$ cat src/rtl/serial_addsub.sv
// Bit-serial adder/subtractor: one full-adder/subtractor cell with a registered
// carry/borrow, processing WIDTH bits LSB first behind a start/busy/done handshake.
module serial_addsub #(
  parameter int WIDTH = 8
) (
  input  logic             clk,
  input  logic             rst_n,
  input  logic             start,
  input  logic             op,
  input  logic [WIDTH-1:0] a,
  input  logic [WIDTH-1:0] b,
  output logic             busy,
  output logic             done,
  output logic [WIDTH-1:0] result,
  output logic             cout,
  output logic             ovf
);

  localparam int CNT_W = (WIDTH > 1) ? $clog2(WIDTH) : 1;
  localparam logic [CNT_W-1:0] LAST = CNT_W'(WIDTH - 1);

  typedef enum logic [1:0] {
    S_IDLE = 2'd0,
    S_RUN  = 2'd1,
    S_DONE = 2'd2
  } state_t;

  state_t           r_state;
  logic [CNT_W-1:0] r_cnt;
  logic [WIDTH-1:0] r_sa;
  logic [WIDTH-1:0] r_sb;
  logic [WIDTH-1:0] r_sr;
  logic             r_cy;
  logic             r_op;
  logic             r_busy;
  logic             r_done;
  logic [WIDTH-1:0] r_result;
  logic             r_cout;
  logic             r_ovf;

  logic             w_bit;
  logic             w_cy_next;
  logic [WIDTH-1:0] w_sr_next;

  function automatic logic cell_bit(input logic x, input logic y, input logic c);
    return x ^ y ^ c;
  endfunction

  // Carry for add is the majority; borrow for subtract follows the full-subtractor form.
  function automatic logic cell_carry(input logic sub, input logic x, input logic y,
                                      input logic c);
    if (sub)
      return (~x & y) | (~(x ^ y) & c);
    else
      return (x & y) | (x & c) | (y & c);
  endfunction

  function automatic logic ovf_flag(input logic sub, input logic a_msb, input logic b_msb,
                                    input logic r_msb);
    if (sub)
      return (a_msb != b_msb) && (r_msb != a_msb);
    else
      return (a_msb == b_msb) && (r_msb != a_msb);
  endfunction

  assign w_bit     = cell_bit(r_sa[0], r_sb[0], r_cy);
  assign w_cy_next = cell_carry(r_op, r_sa[0], r_sb[0], r_cy);
  assign w_sr_next = {w_bit, r_sr[WIDTH-1:1]};

  always_ff @(posedge clk or negedge rst_n) begin
    if (!rst_n) begin
      r_state  <= S_IDLE;
      r_cnt    <= '0;
      r_sa     <= '0;
      r_sb     <= '0;
      r_sr     <= '0;
      r_cy     <= 1'b0;
      r_op     <= 1'b0;
      r_busy   <= 1'b0;
      r_done   <= 1'b0;
      r_result <= '0;
      r_cout   <= 1'b0;
      r_ovf    <= 1'b0;
    end else begin
      case (r_state)
        S_IDLE: begin
          if (start) begin
            r_sa    <= a;
            r_sb    <= b;
            r_op    <= op;
            r_cy    <= 1'b0;
            r_cnt   <= '0;
            r_busy  <= 1'b1;
            r_state <= S_RUN;
          end
        end
        S_RUN: begin
          r_sa  <= r_sa >> 1;
          r_sb  <= r_sb >> 1;
          r_sr  <= w_sr_next;
          r_cy  <= w_cy_next;
          r_cnt <= r_cnt + 1'b1;
          // On the last bit sa[0]/sb[0] hold the operand MSBs, so flags resolve here.
          if (r_cnt == LAST) begin
            r_result <= w_sr_next;
            r_cout   <= w_cy_next;
            r_ovf    <= ovf_flag(r_op, r_sa[0], r_sb[0], w_bit);
            r_done   <= 1'b1;
            r_state  <= S_DONE;
          end
        end
        S_DONE: begin
          r_done  <= 1'b0;
          r_busy  <= 1'b0;
          r_state <= S_IDLE;
        end
        default: begin
          r_done  <= 1'b0;
          r_busy  <= 1'b0;
          r_state <= S_IDLE;
        end
      endcase
    end
  end

  assign busy   = r_busy;
  assign done   = r_done;
  assign result = r_result;
  assign cout   = r_cout;
  assign ovf    = r_ovf;

endmodule

$ cat config.mk
export PLATFORM = sky130hd
export DESIGN_NAME = serial_addsub
export DESIGN_NICKNAME = d
export VERILOG_FILES = /design/src/rtl/serial_addsub.sv
export SDC_FILE = /design/constraint.sdc
export NUM_CORES = 1
export LEC_CHECK = 0
export CORE_UTILIZATION = 47
export CTS_CLUSTER_DIAMETER = 200
export DETAILED_ROUTE_END_ITERATION = 6
export GPL_TIMING_DRIVEN = 0
export PLACE_DENSITY = 0.75
export SYNTH_ARGS = -nofsm -noshare
export SYNTH_HDL_FRONTEND = slang
export SYNTH_SLANG_ARGS = --single-unit
$ cat constraint.sdc
create_clock -name clk -period 1.55 [get_ports clk]
set_input_delay 0.155 -clock clk [delete_from_list [all_inputs] [get_ports clk]]
set_output_delay 0.155 -clock clk [all_outputs]
set_load 0.05 [all_outputs]
==> results.tsv <==
stage	metric	value	unit
yosys	Post-Syn Instances	159	
global_route	Overflow after GRT	0	
sta	Setup Skew	0.005873	ns
floorplanning	Initial Util	0.4973	
clock_network	CTS H-Tree Depth	2	
clock_network	root buffer cell	clkbuf_8	
setup_path	CP most frequent cell	ha_1	
outcome	outcome	complete, but fails checks	
route	Vias	1283	
global_route	pin count of the biggest net entering global routing	43	
sta	final worst slack	0.05447	ns
finish	multi-input logic area	705.7	um2
sta	clock period minus worst slack	1.496	ns
route	drt drc	0	
outcome	violated checks	hold timing	
sta	headroom to the max-slew limit	0.3952	
clock_network	clock buffer count from CTS	5	
yosys	dominant synthesized flop cell	dfrtp_1	
yosys	Post-synth EDFFs	0	
global_route	initial antenna violation count	0	
floorplanning	die width	64.47	um
placement	DP HPWL	2523	um
yosys	post-synthesis register bit count	42	
placement	# port buffers	30	
floorplanning	Die Y	64.47	um
global_route	vias in the first global route	1319	
finish	final core occ	0.6123	
power_and_ir_drop	PD cells	2209	nW/um2
yosys	Yosys warnings	0	
finish	Area growth syn-to-layout	23.12	%
finish	# fillers	339	
setup_path	Crit. End Element	flip-flop	
sta	final hold violation count	13	
floorplanning	FP Rows	22	
global_route	first-pass GRT wire length	6251	um
setup_path	critical path arrival	1.66	ns
yosys	Mapped Nets	184	
yosys	Synth cell types	28	
route	Detailed Route Iter0 Violations	38	
clock_network	TritonCTS Sinks	42	
clock_network	clock latency at the later pin of the worst-skew pair	0.29	ns
clock_network	Clock Tree Buf Depth	2	
route	DR WL/cell	14.20	um
power_and_ir_drop	worst vdd ir	0.001052	V
sta	Max Freq	668.7	MHz
finish	nets@finish	221	
sta	final slew viol count	0	
setup_path	CP Max Fanout	13	
placement	pre-CTS setup slack	-0.04576	ns
finish	share of layout cells above drive strength 1	0.1026	
setup_path	crit path kind	flip-flop to flip-flop	
yosys	Yosys top cell area share	0.5730	
sta	Worst-Margin Slew	0.9072	ns
yosys	Avg Cell Area, Syn	11.54	um2
setup_path	Largest delay share family, worst path	adder cells	
power_and_ir_drop	Pleak	1.070	nW
sta	unrepaired setup endpoints after global routing	no	
setup_path	Worst Path Buf+Inv	0	
setup_path	crit path launch type	flip-flop	
finish	FF/Latch Area	1052	um2
yosys	sequential area share after synthesis	0.5730	
floorplanning	DIE AREA	4156	um2
placement	gpl congestion	0.8151	
run	Max-cap violations	0	
finish	Ant. Diodes	0	
route	routed wire length	3451	um
setup_path	CP Cell Sequence	ha_1, ha_1, nand3b_4, mux2_1	
sta	endpoints failing setup	0	
clock_network	CTS tree	built	
global_route	Total GRT Usage	0.2020	
sta	Fin Hold WS	-0.01228	ns
sta	Final Cycle Share	0.9649	
setup_path	Critical-path top delay cell	dfrtp_1	
yosys	Mapped Area	1834	um2
route	ANT nets after route	0	
floorplanning	I/O pins	32	
min_path	Worst Hold Class	primary input to async pin	
power_and_ir_drop	Power Total	0.004989	W
clock_network	CTS clock-pin slew for the worst setup and hold paths	0.07	ns
setup_path	slowest stage delay, CP	0.41	ns
yosys	Area contributors post-synth	dfrtp_1, a2bb2oi_1, mux2_1	
setup_path	critical path required time	1.72	ns
floorplanning	Core Box Area	3689	um2
yosys	post-synth top area cell	dfrtp_1	
yosys	Async SR Flop Fraction	1.000	
route	Pre-antenna DRT Iters	4	
route	vias per cell	5.280	
## placed cells by master, fill, tap and decap left out, types with 3 or more instances in the layout
cell	n
a21oi_1	3
a2bb2oi_1	12
buf_2	6
clkbuf_8	6
clkdlybuf4s50_1	17
dfrtp_1	41
dlygate4sd2_1	12
ha_1	3
inv_1	5
inv_2	3
mux2_1	9
nand2_1	25
nand2b_1	3
nor2_1	8
o21ai_0	4
o22a_1	6
o22ai_1	9
## sequential cells by signal, summed over array words and instances (netlist names), 2 cells and up
name and count:
r_sa 8, r_sb 8, result 8, r_sr 7, r_cnt 3, r_state 2
## area by class of cell
class / instances / share of cell area
buffer: 8 / 0.01773
tap: 48 / 0.02659
multi-input combinational: 100 / 0.3125
timing repair buffer: 31 / 0.1274
clock buffer: 6 / 0.03657
inverter: 8 / 0.01330
sequential: 42 / 0.4659
## cell families after synthesis
family	count (synthesis)	synth area share
flip-flops	42	0.5730
AO/OA/AOI/OAI	42	0.1671
XOR/XNOR	2	0.009552
adder cells (fa/ha/maj)	5	0.04230
multiplexers	10	0.06071
AND/OR/NAND/NOR	41	0.1051
buffers and inverters	17	0.04229
## where the power goes
group,leakage (nW),total (W),internal [W],switching (W)
Clock,0.0431,0.000675,0.000343,0.000332
Sequential,0.502,0.00196,0.00162,0.000344
Combinational,0.525,0.00235,0.000979,0.00137
## layer usage
| metal | global-route usage | vias up | wire length [um] |
|---|---|---|---|
| met4 | 0.06667 | 0 | 51 |
| li1 | - | 625 | - |
| met1 | 0.2553 | 622 | 1485 |
| met2 | 0.3329 | 31 | 1759 |
| met5 | 0 | - | 0 |
| met3 | 0.05810 | 5 | 154 |
## metrics by stage
stage / setup TNS [ns] / hold WS, ns / cell area [um2] / cells
after floorplan: 0 / -0.1406 / 1834 / 159
after global placement: -27.36 / 0.4562 / 2195 / 237
after detailed placement: -0.1664 / 0.3297 / 2190 / 237
after CTS: 0 / 0.01165 / 2250 / 242
after global routing: 0 / 0.06091 / 2258 / 243
final: 0 / -0.01228 / 2258 / 243
## cell usage after synthesis, types with 2 or more instances
| cell | count |
|---|---|
| dfrtp_1 | 42 |
| a21oi_1 | 3 |
| a2bb2oi_1 | 12 |
| nor2b_1 | 2 |
| ha_1 | 3 |
| mux2_1 | 9 |
| inv_2 | 3 |
| a22oi_1 | 2 |
| xnor2_1 | 2 |
| o22a_1 | 6 |
| buf_4 | 2 |
| o21ai_1 | 2 |
| nand2_1 | 25 |
| nor2_1 | 8 |
| o22ai_1 | 9 |
| inv_1 | 5 |
| fa_1 | 2 |
| buf_2 | 5 |
| nand2b_1 | 3 |
| clkbuf_1 | 2 |
| a22o_1 | 2 |
| o21ai_0 | 4 |
## what timing repair did
item                       CTS  global route
gates resized for setup     12             1
setup endpoints to repair   17             1
setup buffers                0             1
hold buffers                 0             0
## final timing paths
kind	start	to	slack (ns)	cells past startpoint
setup / recovery	r_cnt[0]$_DFFE_PN0P_	result[6]$_DFFE_PN0P_	0.05	4
hold / removal	rst_n	r_sr[1]$_DFFE_PN0P_	-0.01	1
hold reg to reg	done$_DFFE_PN0P_	done$_DFFE_PN0P_	0.47	1
min in group clk	start	r_sa[3]$_DFFE_PN0P_	0.34	3
setup reg to reg	r_cnt[0]$_DFFE_PN0P_	result[6]$_DFFE_PN0P_	0.05	4
max in group asynchronous	rst_n	r_sa[0]$_DFFE_PN0P_	0.93	1
(Power assumes the default switching activity.)
